File: src/rtl/qracc_adc_readout.sv
// qracc_adc_readout: captures the analog macro's sense-amp and flash-ADC
// outputs after a settle delay, decodes thermometer codes to binary and
// streams the result to the digital core over a valid/ready interface.
module qracc_adc_readout #(
   parameter int unsigned NUM_COLS      = 32,
   parameter int unsigned ADC_BITS      = 4,
   parameter int unsigned COMP_COUNT    = 15,
   parameter int unsigned SETTLE_CYCLES = 2,
   parameter int unsigned COLS_PER_BEAT = 8
) (
   input  logic                                clk,
   input  logic                                nrst,
   input  logic                                start_i,
   input  logic                                mode_i,
   input  logic [NUM_COLS-1:0]                 sa_out_i,
   input  logic [COMP_COUNT*NUM_COLS-1:0]      adc_out_i,
   output logic                                out_valid_o,
   input  logic                                out_ready_i,
   output logic [COLS_PER_BEAT*ADC_BITS-1:0]   out_data_o,
   output logic                                out_last_o,
   output logic                                busy_o,
   output logic                                overrun_o,
   output logic                                bubble_o,
   input  logic                                clr_err_i
);

   localparam int unsigned BEAT_W    = COLS_PER_BEAT * ADC_BITS;
   localparam int unsigned NUM_BEATS = NUM_COLS / COLS_PER_BEAT;
   localparam int unsigned BIDX_W    = (NUM_BEATS > 1) ? $clog2(NUM_BEATS) : 1;
   localparam int unsigned SCNT_W    = (SETTLE_CYCLES > 1) ? $clog2(SETTLE_CYCLES) : 1;
   localparam int unsigned DEC_W     = NUM_COLS * ADC_BITS;
   localparam int unsigned ADC_W     = COMP_COUNT * NUM_COLS;
   // SETTLE holds SETTLE_CYCLES-1 edges, the last of which enters CAPTURE
   localparam int unsigned SCNT_LOAD = (SETTLE_CYCLES >= 2) ? SETTLE_CYCLES - 2 : 0;

   typedef enum logic [2:0] {
      IDLE    = 3'd0,
      SETTLE  = 3'd1,
      CAPTURE = 3'd2,
      DECODE  = 3'd3,
      DRAIN   = 3'd4
   } state_t;

   state_t               state_q;
   logic [SCNT_W-1:0]    settle_q;
   logic                 mode_q;
   logic [ADC_W-1:0]     cap_adc_q;
   logic [NUM_COLS-1:0]  cap_sa_q;
   logic [DEC_W-1:0]     dec_q;
   logic [BIDX_W-1:0]    beat_q;

   logic [DEC_W-1:0]      dec_c;
   logic                  bad_c;
   logic [COMP_COUNT-1:0] code_c;
   logic [BIDX_W-1:0]     beat_nxt_c;
   logic                  bub_set_c;
   logic                  ovr_set_c;

   function automatic logic [ADC_BITS-1:0] popcount(input logic [COMP_COUNT-1:0] v);
      logic [ADC_BITS-1:0] n;
      n = '0;
      for (int i = 0; i < int'(COMP_COUNT); i++) begin
         n = n + ADC_BITS'(v[i]);
      end
      return n;
   endfunction

   // Per-column popcount decode and thermometer-validity check of the capture
   always_comb begin
      dec_c  = '0;
      bad_c  = 1'b0;
      code_c = '0;
      for (int c = 0; c < int'(NUM_COLS); c++) begin
         code_c = cap_adc_q[c*COMP_COUNT +: COMP_COUNT];
         dec_c[c*ADC_BITS +: ADC_BITS] = popcount(code_c);
         // valid codes are 0..01..1, so adding one never overlaps a set bit
         if ((code_c & (code_c + COMP_COUNT'(1))) != '0) begin
            bad_c = 1'b1;
         end
      end
   end

   // Next beat index and sticky-flag set conditions
   always_comb begin
      beat_nxt_c = BIDX_W'(beat_q + 1'b1);
      bub_set_c  = (state_q == DECODE) && !mode_q && bad_c;
      ovr_set_c  = start_i && busy_o;
   end

   // Readout FSM with registered outputs and sticky error flags
   always_ff @(posedge clk or negedge nrst) begin
      if (!nrst) begin
         state_q     <= IDLE;
         settle_q    <= '0;
         mode_q      <= 1'b0;
         cap_adc_q   <= '0;
         cap_sa_q    <= '0;
         dec_q       <= '0;
         beat_q      <= '0;
         out_valid_o <= 1'b0;
         out_data_o  <= '0;
         out_last_o  <= 1'b0;
         busy_o      <= 1'b0;
         overrun_o   <= 1'b0;
         bubble_o    <= 1'b0;
      end else begin
         if (ovr_set_c) begin
            overrun_o <= 1'b1;
         end else if (clr_err_i) begin
            overrun_o <= 1'b0;
         end

         if (bub_set_c) begin
            bubble_o <= 1'b1;
         end else if (clr_err_i) begin
            bubble_o <= 1'b0;
         end

         case (state_q)
            IDLE: begin
               if (start_i) begin
                  mode_q   <= mode_i;
                  settle_q <= SCNT_W'(SCNT_LOAD);
                  busy_o   <= 1'b1;
                  state_q  <= (SETTLE_CYCLES == 1) ? CAPTURE : SETTLE;
               end
            end
            SETTLE: begin
               if (settle_q == '0) begin
                  state_q <= CAPTURE;
               end else begin
                  settle_q <= settle_q - 1'b1;
               end
            end
            CAPTURE: begin
               cap_sa_q <= sa_out_i;
               if (!mode_q) begin
                  cap_adc_q <= adc_out_i;
               end
               state_q <= DECODE;
            end
            DECODE: begin
               dec_q       <= dec_c;
               beat_q      <= '0;
               out_valid_o <= 1'b1;
               if (mode_q) begin
                  out_data_o <= BEAT_W'(cap_sa_q);
                  out_last_o <= 1'b1;
               end else begin
                  out_data_o <= dec_c[BEAT_W-1:0];
                  out_last_o <= (NUM_BEATS == 1);
               end
               state_q <= DRAIN;
            end
            DRAIN: begin
               if (out_ready_i) begin
                  if (out_last_o) begin
                     out_valid_o <= 1'b0;
                     out_last_o  <= 1'b0;
                     out_data_o  <= '0;
                     busy_o      <= 1'b0;
                     state_q     <= IDLE;
                  end else begin
                     beat_q     <= beat_nxt_c;
                     out_data_o <= dec_q[32'(beat_nxt_c)*BEAT_W +: BEAT_W];
                     out_last_o <= (beat_nxt_c == BIDX_W'(NUM_BEATS - 1));
                  end
               end
            end
            default: begin
               state_q <= IDLE;
            end
         endcase
      end
   end

endmodule
File: config.mk
export PLATFORM = sky130hd
export DESIGN_NAME = qracc_adc_readout
export DESIGN_NICKNAME = d
export VERILOG_FILES = /design/src/rtl/qracc_adc_readout.sv
export SDC_FILE = /design/constraint.sdc
export NUM_CORES = 2
export LEC_CHECK = 0
export CAP_MARGIN = 30
export CORE_MARGIN = 2
export CORE_UTILIZATION = 45
export CTS_CLUSTER_DIAMETER = 100
export DETAILED_ROUTE_END_ITERATION = 7
export PLACE_DENSITY_LB_ADDON = 0.25
export SLEW_MARGIN = 20
export SYNTH_ARGS = -nofsm -noshare
export SYNTH_HDL_FRONTEND = slang
export SYNTH_SLANG_ARGS = --single-unit
File: constraint.sdc
create_clock -name clk -period 9.69 [get_ports clk]
set_clock_uncertainty 0.05 [all_clocks]
set_input_delay 1.938 -clock clk [delete_from_list [all_inputs] [get_ports clk]]
set_output_delay 1.938 -clock clk [all_outputs]
set_load 0.05 [all_outputs]
Yosys cells after proc, flatten, opt, wreduce, memory -nomap -nowiden. Cells that the tools add are included.

Output and inout port bits: 37. Register bits: 684. Logic and storage cells: 648.

Bitwise gates (word level): 33. Multiplexer cells: 59. Eq/ne operators: 10. Shift operators: 1. Add/subtract/negate cells: 482. Reductions and logical operators: 50.

Operators by type and width (number): adder 4 x 1 -> 4 bit (352); adder 15 x 1 -> 15 bit (second input constant) (32); AND 15 bit (32); nonzero test 15 bit (32); adder 3 x 1 -> 4 bit (32); variable part select 128 x 8 -> 32 bit (1); adder 2 x 1 -> 3 bit (32); two-way mux 32 bit (3); adder 1 x 1 -> 2 bit (32); one-hot mux 32 bit (2 select lines) (1); two-way mux 1 bit (43); one-hot mux 3 bit (5 select lines) (1); two-way mux 3 bit (4); inequality test 2 bit (second input constant) (5); nonzero test 2 bit (5); one-hot mux 1 bit (2 select lines) (4); AND reduction 2 bit (4); AND reduction 4 bit (2); equality test 3 x 2 -> 1 bit (second input constant) (2); AND reduction 3 bit (2); two-way mux 2 bit (2); one-hot mux 2 bit (2 select lines) (1); equality test 3 x 1 -> 1 bit (second input constant) (1); equality test 3 bit (second input constant) (1); other kinds (7) (9).

Longest topological paths before layout.
Word-level depth: 37. Gate-level depth with buffers: 14.

Least setup slack after synthesis. No wires, ideal clock.

Path kind: register to register. Start: reg cap_adc_q[75]. End: reg out_data_o[22]. Stages on the path, launching flop included: 15. Buffers on the path: 0. Setup slack: 5.647 ns. Clock period less this slack: 4.043 ns. Arrival: 3.867 ns. Setup time: 0.126 ns. Cell sequence: dfrtp_1 inv_1 fa_1 inv_1 fa_1 fa_1 inv_1 fa_1 inv_1 fa_1 fa_1 xnor2_1 mux2i_1 a221oi_1 nor2_1.

Word-level cells in the longest chain between the ends: 16.

RTL lines: start: declaration (line 47) `logic [ADC_W-1:0] cap_adc_q;`; start signal: assignment (line 138) `cap_adc_q <= adc_out_i;`; adder 1 x 1 -> 2 bit (line 63) `n = n + ADC_BITS'(v[i]);`; adder 2 x 1 -> 3 bit (line 63); adder 3 x 1 -> 4 bit (line 63); adder 4 x 1 -> 4 bit (11 in a row) (line 63); two-way mux 32 bit (line 146) `if (mode_q) begin`; one-hot mux 32 bit (2 select lines) (line 119) `case (state_q)`; end signal: assignment (line 147) `out_data_o <= BEAT_W'(cap_sa_q);`; end signal: assignment (line 150) `out_data_o <= dec_c[BEAT_W-1:0];`; end signal: assignment (line 165) `out_data_o <= dec_q[32'(beat_nxt_c)*BEAT_W +: BEAT_W];`; end: declaration (line 19) `output logic [COLS_PER_BEAT*ADC_BITS-1:0] out_data_o,`.

Every way passes these cells. A chain may end at the register's enable or synchronous reset.

Worst setup path in the final report.
Start: reg cap_adc_q[108]. End: reg out_data_o[30].

Word-level cells in the longest chain between the ends: 14.

RTL lines (line): adder 3 x 1 -> 4 bit (63); adder 4 x 1 -> 4 bit (11 in a row) (63); two-way mux 32 bit (146); one-hot mux 32 bit (2 select lines) (119).

Every way passes these cells.

==> results.yml <==
setup_path:
  worst_ep_required_time_ns: 10.16
  crit_fanout: 5
  cp_cell_sequence: "fa_1, inv_1, fa_1, fa_1, fa_1, inv_1, fa_1, fa_1, xnor2_1, mux2i_1, a221oi_1, nor2_1"
  max_stage_delay_ns: 0.55
  endpoint_kind: "flip-flop"
  critPathLaunchType: "flip-flop"
  cp_num_buf_inv: 2
  critical_path.top_delay_family: "adder cells"
  crit_arrival_ns: 4.82
  slowest_stage: "fa_1"
  crit_top_cell: "fa_1"
  criticalPathCategory: "flip-flop to flip-flop"
  r2r_slack_ns: 5.33
die:
  fp.dieW_um: 309.0
  core_area_um2: 91940
  fp.dieH_um: 309.0
  num_io_pins: 555
  start_util: 0.4552
  std_cell_rows: 111
  die_area_um2: 95460
cts:
  cts_tree: "done"
  cts_setup_buffers: 0
  cts.hold.buffers_added: 0
  cts_buffer_depth: 3
  htree_levels: 3
  clk_latency_ns: 0.65
  cts_root_buf: "clkbuf_16"
  cts_sinks: 683
  cts_resized: 0
  cts_buffers: 80
  cts.clk_slew.worst_paths_ns: 0.06
timing:
  slew_viol_final: 0
  setup_tns_ns: 0
  rsz0062_at_grt: "false"
  worstMarginPinSlew_ns: 1.285
  hold_slack_ns: 0.4260
  fin_crit_sh: 0.4496
  setup_viol: 0
  finalCriticalPeriod_ns: 4.356
  finalHoldViolCount: 0
  timing.fmax_mhz: 229.6
  max_slew_margin: 0.1433
yosys:
  synth_fa_ha_area_frac: 0.2012
  yosys.area_share.xor_xnor: 0.006906
  synth_top_cell_by_area: "dfrtp_1"
  syn_nets: 5074
  yosys_warnings: 0
  muxShareOfSynthArea: 0.09130
  synth_compound_area_frac: 0.1189
  synthFlopType: "dfrtp_1"
  synth_edf_count: 0
  syn_inst: 4075
  synthTopCellsByArea: "dfrtp_1 41%, fa_1 15%, mux2_2 6.6%"
  synth_top_area_share: 0.4084
  synth_area_per_cell_um2: 10.27
  synth_top_family_by_area: "adder cells"
  synth-simple-area-share: 0.1070
  async_flop_share: 1.000
  yosysUniqueCellTypes: 67
  synth_seq_cells: 683
  synth-seq-area-share: 0.4084
  synth_area_um2: 41850
route:
  dr_wl_met2_um: 83190
  vias: 35140
  wl_per_cell_um: 32.65
  drc_errors: 0
  dr.max_layer_used: "met5"
  ant_nets: 0
  route.met3.wl_um: 21240
  first_iter_violations: 4623
  dr.pass1.iters: 6
  drt-vias-per-instance: 5.938
  wl_met1_um: 75880
  routed_wl_um: 193200
placement:
  portBuffers: 554
  dp_hpwl_um: 161400
  gp_congestion: 1.086
global_routing:
  grt_max_degree: 200
  grt_pass1_vias: 35030
  antenna_found_initial: 26
  grt_pass1_wl_um: 267700
  grt_overflow: 0
  grt_usage: 0.4084
cells_and_area:
  nets: 5613
  drive_above_1_share: 0.1045
  area_delta_synth_final_pct: 23.68
  fin_util: 0.5630
  fill_cells: 8238
  seqCellArea_um2: 17090
  multi_input_area_um2: 22050
worst_hold_path:
  hp-class: "flip-flop to flip-flop"
status:
  outcome: "finished clean"
job:
  cap_violations: 0
-- registers in the layout (all words and copies together), names as in the netlist --
register / cells
out_valid_o: 1
beat_q: 2
state_q: 3
overrun_o: 1
out_last_o: 1
out_data_o: 32
bubble_o: 1
mode_q: 1
cap_adc_q: 480
busy_o: 1
dec_q: 128
cap_sa_q: 32
-- metrics by stage --
stage | worst slack [ns] | cell area, um^2 | std cells
after detailed placement | 5.334 | 48910 | 5770
after floorplan | 5.647 | 41850 | 4075
final | 5.334 | 51760 | 5918
after global placement | 4.402 | 48750 | 5756
after global routing | 5.161 | 51750 | 5914
after CTS | 5.322 | 51720 | 5909
-- path summary, 6_finish.rpt --
| check | depth (start not counted) | end | startpoint |
|---|---|---|---|
| worst max register to register | 12 | out_data_o[30]$_DFFE_PN0P_ | cap_adc_q[108]$_DFFE_PN0P_ |
| min in group asynchronous | 1 | cap_adc_q[189]$_DFFE_PN0P_ | nrst |
| worst max-delay path | 12 | out_data_o[30]$_DFFE_PN0P_ | cap_adc_q[108]$_DFFE_PN0P_ |
| max in group asynchronous | 3 | cap_adc_q[115]$_DFFE_PN0P_ | nrst |
| worst min-delay path | 2 | out_data_o[12]$_DFFE_PN0P_ | out_data_o[12]$_DFFE_PN0P_ |
| worst min register to register | 2 | out_data_o[12]$_DFFE_PN0P_ | out_data_o[12]$_DFFE_PN0P_ |
-- worst register-to-register path, stage by stage (launching register included) --
cell and delay [ns]:
dfrtp_1 0.54, fa_1 0.56, inv_1 0.05, fa_1 0.54
fa_1 0.44, fa_1 0.49, inv_1 0.05, fa_1 0.40
fa_1 0.40, xnor2_1 0.28, mux2i_1 0.12, a221oi_1 0.25
nor2_1 0.06
-- final cells by class --
type	instances	share of cell area
antenna	4	0.0001934
multi-input combinational	2653	0.4260
sequential	683	0.3302
clock buffer	114	0.04580
timing repair buffer	600	0.1160
inverter	596	0.04322
tap	1243	0.03004
clock inverter	25	0.008484
-- routing by layer --
metal / up-vias / track usage
li1: 14790 / -
met1: 17880 / 0.5523
met2: 2028 / 0.6049
met3: 434 / 0.1020
met4: 14 / 0.2214
met5: - / 0
-- logic make-up after synthesis --
logic type / Yosys count
fa+ha+maj: 481
buf+inv: 739
flops: 683
simple gates: 1008
compound gates: 820
mux: 311
xor+xnor: 33
-- cells in the final DEF (no fill, tap or decap), types with 8 or more instances in the layout --
cell type,Yosys,routed
buf_12,0,9
o22ai_1,15,15
a221oi_1,34,34
clkbuf_8,0,22
mux2_2,246,246
clkbuf_16,0,81
bufinv_16,0,12
nor2_1,96,95
clkbuf_1,126,11
mux2i_1,33,33
o41ai_1,11,8
nor3_1,32,32
a222oi_1,8,8
fa_1,320,320
a31oi_1,16,15
a21o_1,34,34
and3_1,13,13
clkdlybuf4s50_1,0,553
nand3_1,121,121
inv_1,594,594
nor4_1,29,28
a21oi_1,76,76
a31o_2,9,9
o2111ai_1,21,21
clkinv_2,0,9
ha_1,161,160
mux4_2,32,32
nand4_1,63,63
and4_1,9,9
a22oi_1,33,33
nand2_1,584,584
o31ai_1,42,42
o21ai_0,469,469
dfrtp_1,683,681
xnor2_1,33,33
or4_1,15,15
buf_4,0,27
nor2b_1,18,17
-- synth_stat cells, types with 5 or more instances --
library cell / instances
and3_1: 13
xnor2_1: 33
o22ai_1: 15
o41ai_1: 11
buf_1: 17
a22oi_1: 33
a21o_1: 34
or2_2: 5
o31ai_1: 42
a31o_2: 9
mux2_2: 246
a221oi_1: 34
a2111oi_0: 8
or4_1: 15
clkbuf_1: 126
fa_1: 320
nor2b_1: 18
a21oi_1: 76
a222oi_1: 8
and4_1: 9
nor3_1: 32
dfrtp_1: 683
nand4_1: 63
nand2_1: 584
o2111ai_1: 21
o21ai_0: 469
nor2_1: 96
o31a_1: 5
or3_1: 7
inv_1: 594
nor4_1: 29
mux2i_1: 33
mux4_2: 32
ha_1: 161
a31oi_1: 16
nand3_1: 121
Power is not shown: default switching activity piles up to over one toggle a cycle in this logic, so the estimate is an artifact.
